## src/rtl/interboard_pkg.sv

```systemverilog
// interboard_pkg: shared frame format for the board-to-board Request/Ack link.
// Used by both the transmitter and interboard_receiver so both ends agree on
// word count, field positions and message encodings.
// Configuration macro: INTERBOARD_PARITY_EN adds a fifth XOR parity word.
package interboard_pkg;

`ifdef INTERBOARD_PARITY_EN
  localparam int NUM_WORDS = 5;
`else
  localparam int NUM_WORDS = 4;
`endif

  localparam int WORD_W = 6;
  localparam int WIDX_W = $clog2(NUM_WORDS);

  // w0 = {msg_type[3:0], move_dir, 1'b0}
  localparam int W0_MSG_HI = 5;
  localparam int W0_MSG_LO = 2;
  localparam int W0_DIR    = 1;
  // w1 = {block_y[2:0], sel_len[2:0]}
  localparam int W1_Y_HI   = 5;
  localparam int W1_Y_LO   = 3;
  localparam int W1_LEN_HI = 2;
  localparam int W1_LEN_LO = 0;
  // w2 = {1'b0, block_x[4:0]}
  localparam int W2_X_HI   = 4;
  localparam int W2_X_LO   = 0;
  // w3 = card[5:0]

  localparam logic [3:0] MSG_NONE   = 4'h0;
  localparam logic [3:0] MSG_MOVE   = 4'h1;
  localparam logic [3:0] MSG_SELECT = 4'h2;
  localparam logic [3:0] MSG_CARD   = 4'h3;
  localparam logic [3:0] MSG_RST    = 4'hF;

  typedef enum logic [1:0] {
    ST_IDLE = 2'd0,
    ST_ACK  = 2'd1,
    ST_WAIT = 2'd2,
    ST_DONE = 2'd3
  } rx_state_e;

endpackage

```

## src/rtl/interboard_receiver_sync.sv

```systemverilog
// interboard_sync: SYNC_STAGES flop chain bringing an asynchronous level into
// the clk domain. The output only follows the chain once every stage agrees,
// so pulses shorter than the chain depth never reach the output.
// Ports:
//   clk     in  system clock
//   rst     in  asynchronous active-high reset
//   async_i in  asynchronous input level
//   sync_o  out synchronized, glitch-filtered level
module interboard_sync #(
  parameter int SYNC_STAGES = 2
) (
  input  logic clk,
  input  logic rst,
  input  logic async_i,
  output logic sync_o
);

  logic [SYNC_STAGES-1:0] chain_q;
  logic                   hold_q;
  logic                   sync_d;

  always_comb begin
    sync_d = hold_q;
    if (&chain_q)       sync_d = 1'b1;
    else if (~|chain_q) sync_d = 1'b0;
  end

  always_ff @(posedge clk or posedge rst) begin
    if (rst) begin
      chain_q <= '0;
      hold_q  <= 1'b0;
    end else begin
      chain_q <= {chain_q[SYNC_STAGES-2:0], async_i};
      hold_q  <= sync_d;
    end
  end

  assign sync_o = sync_d;

endmodule

```

## src/rtl/interboard_receiver.sv

```systemverilog
// interboard_receiver: receive side of the 6-bit 4-phase Request/Ack link.
// Captures one word per request, acknowledges it, and after the last word
// emits a 1-cycle interboard_en (or interboard_rst for reset frames) with
// the decoded fields. A stalled frame is aborted after TIMEOUT_CYC cycles.
// Configuration macro: INTERBOARD_PARITY_EN (5-word frames, w4 = XOR w0..w3).
// Ports:
//   clk, rst            clock, asynchronous active-high reset
//   Request_in          remote request (asynchronous)
//   inter_data_in[5:0]  remote data word
//   Ack_out             acknowledge to remote board
//   interboard_en       1-cycle strobe, decoded fields valid
//   interboard_rst      1-cycle strobe, reset frame received
//   interboard_*        decoded fields (hold between frames)
//   frame_err           1-cycle strobe, frame dropped
//   busy                frame in progress
module interboard_receiver
  import interboard_pkg::*;
#(
  parameter int         SYNC_STAGES  = 2,
  parameter int         TIMEOUT_CYC  = 1000000,
  parameter logic [3:0] RST_MSG_TYPE = MSG_RST
) (
  input  logic       clk,
  input  logic       rst,
  input  logic       Request_in,
  input  logic [5:0] inter_data_in,
  output logic       Ack_out,
  output logic       interboard_en,
  output logic       interboard_rst,
  output logic [3:0] interboard_msg_type,
  output logic       interboard_move_dir,
  output logic [4:0] interboard_block_x,
  output logic [2:0] interboard_block_y,
  output logic [5:0] interboard_card,
  output logic [2:0] interboard_sel_len,
  output logic       frame_err,
  output logic       busy
);

  localparam int                CNT_W    = $clog2(TIMEOUT_CYC + 1);
  localparam logic [CNT_W-1:0]  CNT_LAST = CNT_W'(TIMEOUT_CYC - 1);
  localparam logic [WIDX_W-1:0] LAST_IDX = WIDX_W'(NUM_WORDS - 1);

  rx_state_e         state_q, state_d;
  logic [WIDX_W-1:0] widx_q, widx_d;
  logic [CNT_W-1:0]  cnt_q, cnt_d;
  logic              req_s, req_prev_q, req_edge;
  logic              cap, load, timeout_hit, parity_ok, is_rst_frame, in_done;
  logic [WORD_W-1:0] words_q [NUM_WORDS];

  logic [3:0] msg_q;
  logic       dir_q;
  logic [4:0] x_q;
  logic [2:0] y_q;
  logic [5:0] card_q;
  logic [2:0] len_q;

  interboard_sync #(.SYNC_STAGES(SYNC_STAGES)) u_sync (
    .clk     (clk),
    .rst     (rst),
    .async_i (Request_in),
    .sync_o  (req_s)
  );

  assign req_edge = req_s ^ req_prev_q;

`ifdef INTERBOARD_PARITY_EN
  logic [WORD_W-1:0] par_calc;
  always_comb begin
    par_calc = '0;
    for (int i = 0; i < NUM_WORDS - 1; i++) par_calc = par_calc ^ words_q[i];
    parity_ok = (par_calc == words_q[NUM_WORDS-1]);
  end
`else
  assign parity_ok = 1'b1;
`endif

  always_comb begin
    state_d     = state_q;
    widx_d      = widx_q;
    cnt_d       = '0;
    cap         = 1'b0;
    load        = 1'b0;
    timeout_hit = 1'b0;
    case (state_q)
      ST_IDLE: begin
        widx_d = '0;
        if (req_s) begin
          cap     = 1'b1;
          state_d = ST_ACK;
        end
      end
      ST_ACK: begin
        cnt_d = req_edge ? '0 : cnt_q + CNT_W'(1);
        if (!req_s) begin
          if (widx_q == LAST_IDX) begin
            load    = 1'b1;
            state_d = ST_DONE;
          end else begin
            widx_d  = widx_q + WIDX_W'(1);
            state_d = ST_WAIT;
          end
        end else if (cnt_q == CNT_LAST && !req_edge) begin
          timeout_hit = 1'b1;
          state_d     = ST_IDLE;
        end
      end
      ST_WAIT: begin
        cnt_d = req_edge ? '0 : cnt_q + CNT_W'(1);
        if (req_s) begin
          cap     = 1'b1;
          state_d = ST_ACK;
        end else if (cnt_q == CNT_LAST && !req_edge) begin
          timeout_hit = 1'b1;
          state_d     = ST_IDLE;
        end
      end
      ST_DONE: begin
        widx_d  = '0;
        state_d = ST_IDLE;
      end
      default: state_d = ST_IDLE;
    endcase
  end

  always_ff @(posedge clk or posedge rst) begin
    if (rst) begin
      state_q    <= ST_IDLE;
      widx_q     <= '0;
      cnt_q      <= '0;
      req_prev_q <= 1'b0;
      for (int i = 0; i < NUM_WORDS; i++) words_q[i] <= '0;
      msg_q      <= '0;
      dir_q      <= 1'b0;
      x_q        <= '0;
      y_q        <= '0;
      card_q     <= '0;
      len_q      <= '0;
    end else begin
      state_q    <= state_d;
      widx_q     <= widx_d;
      cnt_q      <= cnt_d;
      req_prev_q <= req_s;
      if (cap) words_q[widx_q] <= inter_data_in;
      // Fields load on entry to DONE; a frame with bad parity leaves them untouched.
      if (load && parity_ok) begin
        msg_q  <= words_q[0][W0_MSG_HI:W0_MSG_LO];
        dir_q  <= words_q[0][W0_DIR];
        y_q    <= words_q[1][W1_Y_HI:W1_Y_LO];
        len_q  <= words_q[1][W1_LEN_HI:W1_LEN_LO];
        x_q    <= words_q[2][W2_X_HI:W2_X_LO];
        card_q <= words_q[3];
      end
    end
  end

  assign in_done      = (state_q == ST_DONE);
  assign is_rst_frame = (words_q[0][W0_MSG_HI:W0_MSG_LO] == RST_MSG_TYPE);

  assign Ack_out             = (state_q == ST_ACK);
  assign busy                = (state_q == ST_ACK) || (state_q == ST_WAIT);
  assign interboard_en       = in_done && parity_ok && !is_rst_frame;
  assign interboard_rst      = in_done && parity_ok && is_rst_frame;
  assign frame_err           = timeout_hit || (in_done && !parity_ok);
  assign interboard_msg_type = msg_q;
  assign interboard_move_dir = dir_q;
  assign interboard_block_x  = x_q;
  assign interboard_block_y  = y_q;
  assign interboard_card     = card_q;
  assign interboard_sel_len  = len_q;

endmodule
```

## config.mk

```make
export PLATFORM = sky130hd
export DESIGN_NAME = interboard_receiver
export DESIGN_NICKNAME = d
export VERILOG_FILES = /design/src/rtl/interboard_pkg.sv /design/src/rtl/interboard_receiver_sync.sv /design/src/rtl/interboard_receiver.sv
export SDC_FILE = /design/constraint.sdc
export NUM_CORES = 1
export LEC_CHECK = 0
export ABC_AREA = 1
export ABC_CLOCK_PERIOD_IN_PS = 2100
export CELL_PAD_IN_SITES_DETAIL_PLACEMENT = 1
export CELL_PAD_IN_SITES_GLOBAL_PLACEMENT = 2
export CORE_MARGIN = 2
export CORE_UTILIZATION = 31
export CTS_CLUSTER_SIZE = 40
export DETAILED_ROUTE_END_ITERATION = 16
export PLACE_DENSITY = 0.74
export SETUP_SLACK_MARGIN = 0.05
export SLEW_MARGIN = 20
export SYNTH_ARGS = -nofsm -noshare
export SYNTH_HDL_FRONTEND = slang
export SYNTH_HIERARCHICAL = 1
export SYNTH_SLANG_ARGS = --single-unit
```

## constraint.sdc

```tcl
create_clock -name clk -period 2.1 [get_ports clk]
set_input_delay 0.42 -clock clk [delete_from_list [all_inputs] [get_ports clk]]
set_output_delay 0.42 -clock clk [all_outputs]
set_load 0.01 [all_outputs]
```

Word level (Yosys, flattened, before mapping)
Cells that the tools add are included.
{ "op_classes": {"n_addsub": 2, "magnitude_cmp": 2, "eq_ne": 9, "muxes": 25, "bitwise_logic": 2, "n_reduce_logical": 15} }
{ "op_table": {"columns": ["op", "n"], "rows": [
  ["20-bit two-way mux", 2],
  ["24-bit bitwise mux", 1],
  ["20-bit by 1-bit adder with 20-bit output, second input constant", 1],
  ["20-bit == test, second input constant", 1],
  ["6-bit demux with 2-bit select", 1],
  ["2-bit two-way mux", 6],
  ["1-bit two-way mux", 11],
  ["2-bit case mux with 4 select lines", 1],
  ["2-bit OR reduction", 4],
  ["2-bit == test, second input constant", 3],
  ["6-bit two-way mux", 1],
  ["2-bit inequality test, second input constant", 3],
  ["4-bit == test, second input constant", 1],
  ["1-bit logical AND", 4],
  ["2-bit case mux with 2 select lines", 1],
  ["3-bit >= comparator, second input constant", 1],
  ["3-bit by 1-bit < comparator with 1-bit output, second input constant", 1],
  ["2-bit NOT with 3-bit output", 1],
  ["3-bit AND reduction", 1],
  ["2-bit by 1-bit adder with 2-bit output, second input constant", 1],
  ["2-bit by 1-bit == test with 1-bit output, second input constant", 1],
  ["1-bit logical NOT", 2],
  ["2-bit logical NOT", 1],
  ["1-bit case mux with 2 select lines", 1],
  ["other kinds (4)", 4]
]} }
{ "totals": {"regBits": 73, "inputBits": 9, "elab_cells": 70} }

Longest topological paths before layout
Gate-level depths: netlist of the first run.
{ "logic_depth": {"word_depth": 9, "depth_mapped": 11, "mapped_depth_nobuf": 11} }

By module
Netlist of the first run, hierarchy kept.
{ "modules_own_cells": {"columns": ["mod", "instances", "cells_per_inst", "area_each_um2", "seq_area_each_um2"], "rows": [
  ["interboard_receiver", 1, 388, 3244.4, 1726.7],
  ["interboard_sync", 1, 8, 95.1, 75.1]
]} }

Worst setup path after synthesis of the first run
No wires, ideal clock.
{ "synth_path": {"path_type": "register to output", "from": "register u_sync.chain_q[0]", "to": "output frame_err", "arrival_ns": 1.463, "path_slack_ns": 0.217, "stages_incl_launch_ff": 9, "path_buffers": 0, "path_cell_list": "dfrtp_1 -> nand2_1 -> a21oi_1 -> inv_2 -> nand2_1 -> nand2_2 -> nor2_1 -> nand3_1 -> a211oi_1"} }
{ "synth_via": {"elab_chain_len": 9, "word_cells_on_any_way": 11} }
{ "synth_lines": {"columns": ["item", "line_no", "source"], "rows": [
  ["start: declaration", "interboard_receiver_sync.sv:18", "logic [SYNC_STAGES-1:0] chain_q;"],
  ["start signal: assignment", "interboard_receiver_sync.sv:33", "chain_q <= {chain_q[SYNC_STAGES-2:0], async_i};"],
  ["2-bit OR reduction", "interboard_receiver_sync.sv:25", "else if (~|chain_q) sync_d = 1'b0;"],
  ["1-bit two-way mux", "interboard_receiver_sync.sv:25", null],
  ["1-bit two-way mux *", "interboard_receiver_sync.sv:24", "if (&chain_q) sync_d = 1'b1;"],
  ["net req_s", "interboard_receiver.sv:47", "logic req_s, req_prev_q, req_edge;"],
  ["1-bit XOR", "interboard_receiver.sv:65", "assign req_edge = req_s ^ req_prev_q;"],
  ["1-bit logical NOT", "interboard_receiver.sv:103, interboard_receiver.sv:113", null],
  ["1-bit logical AND", "interboard_receiver.sv:103, interboard_receiver.sv:113", null],
  ["1-bit two-way mux", "interboard_receiver.sv:103, interboard_receiver.sv:113", null],
  ["1-bit two-way mux (on tied branches)", "interboard_receiver.sv:110, interboard_receiver.sv:95", null],
  ["1-bit case mux with 2 select lines *", "interboard_receiver.sv:85", "case (state_q)"],
  ["end: declaration", "interboard_receiver.sv:36", "output logic frame_err,"]
]} }
Mark *: on every way through the listed nets, which the timed path passes. The rest lies on a longest branch.

Final worst setup path of the first run
Ends and elaborated chain as after synthesis.

==> flow_metrics.tcl, run 1 <==
set metrics [dict create \
    synth_edf_count 0 \
    drv_slew 0 \
    hold_class "input port to async pin" \
    crit_family "simple AND/OR/NAND/NOR gates" \
    finalWirelength_um 8460 \
    rsz0062_at_grt "true" \
    syn_area_um2 3340 \
    min_period_ns 2.10 \
    avgSynthCellArea_um2 8.43 \
    grt_overflow 0 \
    ys_seq_elements 72 \
    initial_core_util_pct 32.2 \
    die-width_um 108 \
    layout_commonest_cell "nand2_1" \
    cts-root-buf "clkbuf_8" \
    fin_nets 490 \
    drtPass1Iterations 4 \
    vias_per_cell 4.55 \
    tns_ns 0 \
    finalHoldViolations 0 \
    cpMostUsedCell "nand2_2" \
    wire_per_inst_um 13.8 \
    drt.antenna.violating_nets 0 \
    hold_buffers 0 \
    yosysSeqAreaShare_pct 54.0 \
    worst_slew_pin_slew_ns 0.415 \
    drt-initial-drc-count 121 \
    synth_warnings 6 \
    worstSetupStartpointType "flop" \
    place_congestion 0.782 \
    cts.clk_slew.worst_paths_ns 0.08 \
    peakVddDrop_mv 0.521 \
    drc 0 \
    setup_viol 0 \
    num_rows 37 \
    grt_max_degree 70 \
    path_buf_inv 2 \
    path_cells "nand2_2, a21oi_4, inv_2, nand2_1, nand2_2, nor2_1, nand3_1, a211oi_2, buf_2" \
    whs_ns 0.328 \
    cp_max_fo 4 \
    drive_gt1_share_pct 16.4 \
    path_class "flop to primary output" \
    ctsHtreeMaxLevel 3 \
    status "finished, final reports clean" \
    clk_latency_ns 0.34 \
    portBuffers 35 \
    via_count 2785 \
    grt_usage_pct 16.1 \
    n_antenna_cell 0 \
    place_area_um2 4090 \
    tritoncts "built" \
    io-pin-count 36 \
    fp.coreArea_um2 10400 \
    cts_buffer_depth 2 \
    cts_buffers 9 \
    mostFrequentLayoutCells "nand2_1 (132), dfrtp_1 (72), inv_1 (38)" \
    slew_headroom_pct 72.3 \
    fp.dieH_um 108 \
    syn-num-nets 415 \
    total_power_mw 5.22 \
    end_kind "primary output" \
    async_flop_share_pct 100 \
    antenna_found_initial 0 \
    p_leak_nw 2.13 \
    grt_pass1_wl_um 14600 \
    synth_cell_types 33 \
    grt_pass1_vias 3074 \
    period_share_pct 99.8 \
    crit_arrival_ns 1.68 \
    drv_cap 0 \
    worstPathRequired_ns 1.68 \
    pwr_density_cell_nw_per_um2 1190 \
    crit_slowest_cell "dfrtp_1" \
    fin_skew_ns 0.0110 \
    dieArea_um2 11600 \
    design_area_um2 4380 \
    max_freq_mhz 477 \
    slowest_delay_ns 0.39 \
    utilization_pct 42.3 \
    syn_inst 396 \
    syn_to_final_growth_pct 31.3 \
    cts_sinks 72 \
    synth_ff_type "dfrtp_1" \
    hpwl_um 5970 \
]
==> cell type report <==
cell class / instances / area (um2)
Multi-Input combinational cell: 274 / 1370
Timing Repair Buffer: 70 / 628
Inverter: 44 / 169
Fill cell: 1273 / 5990
Clock buffer: 11 / 141
Sequential cell: 72 / 1800
Clock inverter: 5 / 104
Tap cell: 136 / 170
==> report_power, final <==
| group | internal, mW | switching, mW |
|---|---|---|
| clock | 0.823 | 0.538 |
| combinational | 0.829 | 0.936 |
| sequential | 1.84 | 0.255 |
| total | 3.49 | 1.73 |
==> flip-flops by register name (all words and copies together) (netlist names) <==
register             cells
interboard_sel_len       3
widx_q                   2
interboard_msg_type      4
u_sync/hold_q            1
interboard_move_dir      1
req_prev_q               1
words_q                 22
interboard_block_x       5
cnt_q                   20
state_q                  2
interboard_block_y       3
interboard_card          6
u_sync/chain_q           2
==> metal layers <==
layer	global-route usage, %	vias to the layer above	part of all wire (%)
met4	5.22	0	1.3
met2	27.9	27	50
li1	-	1386	-
met5	0	-	0
met1	19.7	1363	46
met3	3.69	9	2.7
==> final timing paths <==
kind	start	endpoint	slack [ns]	depth (start not counted)
max	u_sync/chain_q[0]$_DFF_PP0_	frame_err	0.003	9
min	rst	u_sync/hold_q$_DFF_PP0_	0.33	2
max reg2reg	u_sync/chain_q[0]$_DFF_PP0_	words_q[16]$_DFFE_PP0P_	0.32	8
min reg2reg	u_sync/chain_q[0]$_DFF_PP0_	u_sync/chain_q[1]$_DFF_PP0_	0.43	0
max in group asynchronous	rst	words_q[19]$_DFFE_PP0P_	1.24	3
min in group clk	u_sync/chain_q[0]$_DFF_PP0_	u_sync/chain_q[1]$_DFF_PP0_	0.43	0
==> repair_timing <==
action,CTS,global route
setup buffers,4,0
gates cloned,0,0
pin swaps,3,1
endpoints found under the setup margin,19,2
gates resized for setup,14,1
==> stage by stage <==
stage               cells  setup WS (ns)
floorplan             396          0.217
global placement      592         -0.104
detailed placement    592         -0.213
CTS                   612        -0.0522
global route          612         -0.155
finish                612        0.00318
==> cells in the mapped netlist (2+ instances only) <==
cell	n	area [um2]
nand2_1	133	499
dfrtp_1	72	1800
inv_1	40	150
nor2_1	36	135
o21ai_0	32	160
a21oi_1	16	80.1
nand3_1	11	55.1
ha_1	10	125
nand2_2	5	31.3
nor2_4	5	56.3
nor3_1	4	20.0
inv_2	3	11.3
and2_1	2	12.5
buf_2	2	10.0
clkbuf_1	2	7.51
nand4_1	2	12.5
nor2_2	2	12.5
nor3_2	2	20.0
o21a_1	2	15.0
o21ai_1	2	10.0
==> cells by family after synthesis <==
group | synth area share, %
AO/OA/AOI/OAI | 8.69
buffers and inverters | 6.03
XOR/XNOR | 0.262
adder cells (fa/ha/maj) | 3.75
AND/OR/NAND/NOR | 27.3
flip-flops | 54.0
Power figures use the tool's default switching activity.
==> run 2: changes to the inputs <==
Settings changed: CTS_BUF_LIST set to sky130_fd_sc_hd__clkbuf_16.
==> flow_metrics.tcl, run 2 (synthesis results as in run 1) <==
set metrics [dict create \
    drt.antenna.violating_nets 0 \
    cts_buffer_depth 2 \
    drv_cap 0 \
    max_freq_mhz 481 \
    end_kind "primary output" \
    placed_cells 592 \
    grt_max_degree 70 \
    design_area_um2 4470 \
    nFillCells 1271 \
    place_area_um2 4090 \
    p_leak_nw 2.17 \
    worstPathRequired_ns 1.68 \
    layout_commonest_cell "nand2_1" \
    whs_ns 0.347 \
    via_count 2805 \
    top_register "words_q" \
    wire_per_inst_um 14.0 \
    num_rows 37 \
    grt_usage_pct 16.4 \
    finalWirelength_um 8570 \
    fin_nets 490 \
    drv_slew 0 \
    min_period_ns 2.08 \
    cts-root-buf "clkbuf_16" \
    initial_core_util_pct 32.2 \
    period_share_pct 98.9 \
    grt_overflow 0 \
    drtPass1Iterations 4 \
    cp_max_fo 4 \
    drt-initial-drc-count 109 \
    utilization_pct 43.1 \
    clk_latency_ns 0.33 \
    syn_to_final_growth_pct 33.8 \
    grt_pass1_vias 3094 \
    drc 0 \
    dieArea_um2 11600 \
    ctsHtreeMaxLevel 3 \
    status "finished, final reports clean" \
    pwr_density_cell_nw_per_um2 1250 \
    cts.clk_slew.worst_paths_ns 0.06 \
    drive_gt1_share_pct 16.2 \
    worst_slew_pin_slew_ns 0.422 \
    largest_register_ffs 22 \
    die-width_um 108 \
    fp.dieH_um 108 \
    tritoncts "built" \
    final_cell_count_no_fill 612 \
    worstSetupStartpointType "flop" \
    crit_arrival_ns 1.66 \
    rrSetupSlack_ns 0.29 \
    rsz0062_at_grt "true" \
    finalHoldViolations 0 \
    n_antenna_cell 0 \
    setup_viol 0 \
    slew_headroom_pct 71.8 \
    vias_per_cell 4.58 \
    hpwl_um 5970 \
    fin_skew_ns 0.00670 \
    io-pin-count 36 \
    cts_buffers 9 \
    portBuffers 35 \
    antenna_found_initial 0 \
    fp.coreArea_um2 10400 \
    cts_sinks 72 \
    hold_buffers 0 \
    mostFrequentLayoutCells "nand2_1 (132), dfrtp_1 (72), inv_1 (39)" \
    grt_pass1_wl_um 14800 \
    place_congestion 0.782 \
    peakVddDrop_mv 0.505 \
    path_class "flop to primary output" \
    hold_class "input port to async pin" \
]
-- run 2: cell count changes in the layout (fill, tap and decap cells not counted), sizes merged --
cell	before	now
clkinv	3	4
clkbuf	11	9
inv	42	43
-- run 2: final timing paths --
kind,from,endpoint,cells past startpoint
hold / removal,rst,u_sync/hold_q$_DFF_PP0_,2
min in group clk,u_sync/chain_q[0]$_DFF_PP0_,u_sync/chain_q[1]$_DFF_PP0_,0
max in group asynchronous,rst,words_q[3]$_DFFE_PP0P_,3
hold reg to reg,u_sync/chain_q[0]$_DFF_PP0_,u_sync/chain_q[1]$_DFF_PP0_,0
setup / recovery,u_sync/chain_q[0]$_DFF_PP0_,frame_err,9
setup reg to reg,u_sync/chain_q[0]$_DFF_PP0_,words_q[16]$_DFFE_PP0P_,8
-- run 2: metrics by stage --
step / power, mW / setup TNS, ns / setup slack, ns
3_5_place_dp: 3.89 / -0.701 / -0.213
6_report: 5.60 / 0 / 0.0222
2_1_floorplan: 3.00 / 0 / 0.217
3_3_place_gp: 3.82 / -0.108 / -0.104
5_1_grt: 6.02 / -0.127 / -0.127
4_1_cts: 5.70 / -0.0244 / -0.0244
-- run 2: critical path, cell delays in order (launching register included) --
cell and delay (ns):
dfrtp_1 0.38, nand2_2 0.08, a21oi_4 0.17, inv_2 0.06
nand2_1 0.06, nand2_2 0.05, nor2_1 0.09, nand3_1 0.13
a211oi_2 0.16, buf_2 0.16
-- run 2: cell type report --
cell class	count	area, um2	area share (%)
flip-flops and latches	72	1800	40.3
multi-input cells	274	1360	30.5
repair buffers	70	628	14.1
clock buffers	9	225	5.04
well taps	136	170	3.81
inverters	44	169	3.78
clock inverters	7	111	2.49
-- run 2: power breakdown --
part           total (mW)  internal [mW]  switching (mW)
clock                1.74           1.15           0.590
sequential           2.10           1.84           0.257
combinational        1.76          0.827           0.928
total                5.60           3.82            1.78
-- run 2: per-layer routing --
| layer | GRT usage [%] | share of wire [%] | routed length (um) |
|---|---|---|---|
| met5 | 0 | 0 | 0 |
| met4 | 5.77 | 1.5 | 129 |
| met3 | 3.87 | 2.9 | 247 |
| met2 | 28.5 | 50 | 4310 |
| met1 | 19.8 | 45 | 3890 |
-- run 2: repair_timing --
| item | in CTS | in global routing |
|---|---|---|
| gates resized for setup | 14 | 0 |
| buffers inserted | 4 | 0 |
| pin swaps | 3 | 1 |
| endpoints found under the setup margin | 19 | 1 |
==> run 3: changes to the inputs <==
Settings changed: ABC_CLOCK_PERIOD_IN_PS 2100 to 1900, SETUP_SLACK_MARGIN 0.05 to 0.4.
Clock period 2.1 ns to 1.9 ns, I/O delays scaled along.
==> flow_metrics.tcl, run 3 (synthesis results as in run 1) <==
set metrics [dict create \
    status "complete, but fails checks" \
    violations "negative setup slack" \
    fin_skew_ns 0.00876 \
    switching_power_mw 2.71 \
    drv_slew 0 \
    cts_buffer_depth 2 \
    utilization_pct 52.5 \
    period_share_pct 111 \
    top_register "words_q" \
    fp.dieH_um 108 \
    grt_overflow 0 \
    gr-max-usage-layer "met2" \
    drc 0 \
    placed_cells 609 \
    clk_latency_ns 0.33 \
    end_kind "primary output" \
    tritoncts "built" \
    via_count 3095 \
    total_power_mw 7.49 \
    max_freq_mhz 475 \
    hpwl_um 6320 \
    drive_gt1_share_pct 42.1 \
    place_congestion 0.766 \
    cts-root-buf "clkbuf_16" \
    crit_start "u_sync/chain_q[0]$_DFF_PP0_" \
    vias_per_cell 4.72 \
    worst_slew_pin_slew_ns 0.448 \
    initial_core_util_pct 32.2 \
    final_cell_count_no_fill 656 \
    nFillCells 1187 \
    path_class "flop to primary output" \
    drtPass1Iterations 4 \
    swShare_pct 36.2 \
    wire_per_inst_um 16.5 \
    portBuffers 35 \
    whs_ns 0.311 \
    rrSetupSlack_ns -0.15 \
    mostFrequentLayoutCells "nand2_1 (82), dfrtp_1 (72), buf_4 (48)" \
    die-width_um 108 \
    cts_sinks 72 \
    cts.clk_slew.worst_paths_ns 0.06 \
    worstPathRequired_ns 1.52 \
    rsz0062_at_grt "true" \
    cp_max_fo 3 \
    hold_buffers 0 \
    drt-initial-drc-count 59 \
    drt.antenna.violating_nets 0 \
    slew_headroom_pct 70.1 \
    setup_viol 7 \
    worstReg2RegStart "u_sync/chain_q[0]$_DFF_PP0_" \
    ctsHtreeMaxLevel 3 \
    crit_arrival_ns 1.73 \
    num_rows 37 \
    combPwrFrac_pct 42.5 \
    p_leak_nw 2.55 \
    worstSetupStartpointType "flop" \
    grt_pass1_vias 3096 \
    largest_register_ffs 22 \
    drv_cap 0 \
    syn_to_final_growth_pct 63.1 \
    io-pin-count 36 \
    hold_class "input port to async pin" \
    met2_usage_pct 30.1 \
    grt_pass1_wl_um 15500 \
    fp.coreArea_um2 10400 \
    grt_usage_pct 17.3 \
    finalWirelength_um 10800 \
    pwr-share-clk_pct 24.7 \
    cts_buffers 9 \
    intPower_mw 4.78 \
    fin_nets 534 \
    grt_max_degree 39 \
    min_period_ns 2.11 \
    worstRegToRegCells 17 \
    p_seq_share_pct 32.8 \
    peakVddDrop_mv 0.734 \
    dieArea_um2 11600 \
    layout_commonest_cell "nand2_1" \
    pwr_density_cell_nw_per_um2 1380 \
    finalHoldViolations 0 \
    design_area_um2 5450 \
    globalRouteMet1Util_pct 21.6 \
    place_area_um2 4230 \
    n_antenna_cell 0 \
    timing.final.ws_setup_ns -0.206 \
    antenna_found_initial 0 \
    rr_endpoint "state_q[1]$_DFFE_PP0P_" \
    use_met3_pct 2.36 \
]
run 3: changes by cell type in the layout (fill, tap and decap cells not counted), moves of 18 or more:
| cell | previous run | this run |
|---|---|---|
| dlygate4sd2_1 | 4 | 22 |
| nand2_4 | 0 | 21 |
| clkdlybuf4s50_1 | 30 | 8 |
| nand2_2 | 6 | 32 |
| buf_6 | 0 | 23 |
| nand2_1 | 132 | 82 |
run 3: routing by layer:
layer | up-vias | part of all wire, %
li1 | 1488 | -
met1 | 1553 | 42
met2 | 43 | 54
met3 | 11 | 2.1
met4 | 0 | 1.5
met5 | - | 0
run 3: timing repair:
item	CTS	global route
pin swaps	7	19
hold endpoints to repair	0	0
setup buffers	9	20
gates resized for setup	89	144
cloned	1	1
setup endpoints to repair	84	72
run 3: worst max path at each step:
stage | to | slack (ns) | cells after the start
final | frame_err | -0.21 | 9
after global routing | frame_err | -0.31 | 9
after CTS | frame_err | -0.18 | 8
after detailed placement | frame_err | -0.33 | 9
after global placement | frame_err | -0.20 | 9
after floorplan | frame_err | 0.28 | 8
run 3: per-stage QoR:
stage	setup slack, ns	setup TNS [ns]
6_report	-0.206	-0.628
5_1_grt	-0.308	-1.15
4_1_cts	-0.176	-0.176
3_5_place_dp	-0.326	-0.336
3_3_place_gp	-0.197	-0.228
2_1_floorplan	0.285	0
run 3: layout make-up:
class | count | area [um2] | area share (%)
well taps | 136 | 170 | 3.12
multi-input cells | 275 | 1880 | 34.5
repair buffers | 113 | 1080 | 19.9
clock inverters | 7 | 96.3 | 1.77
clock buffers | 9 | 225 | 4.14
inverters | 44 | 189 | 3.47
flip-flops and latches | 72 | 1800 | 33.1
run 3: power by group through the flow:
stage	logic [mW]	clock network, mW	registers (mW)
2_1_floorplan	0.940	0	2.39
3_3_place_gp	2.01	0	2.33
3_5_place_dp	2.06	0	2.34
4_1_cts	2.31	1.87	2.33
5_1_grt	3.48	1.95	2.51
6_report	3.19	1.85	2.46
run 3: critical path, stage by stage, from the launching register on:
cell and delay, ns:
dfrtp_1 0.40, nand2_2 0.08, a21oi_4 0.18, inv_2 0.06, nand2_2 0.07, nand2_4 0.06
nor2_4 0.10, nand3_4 0.10, a211oi_2 0.16, buf_2 0.17
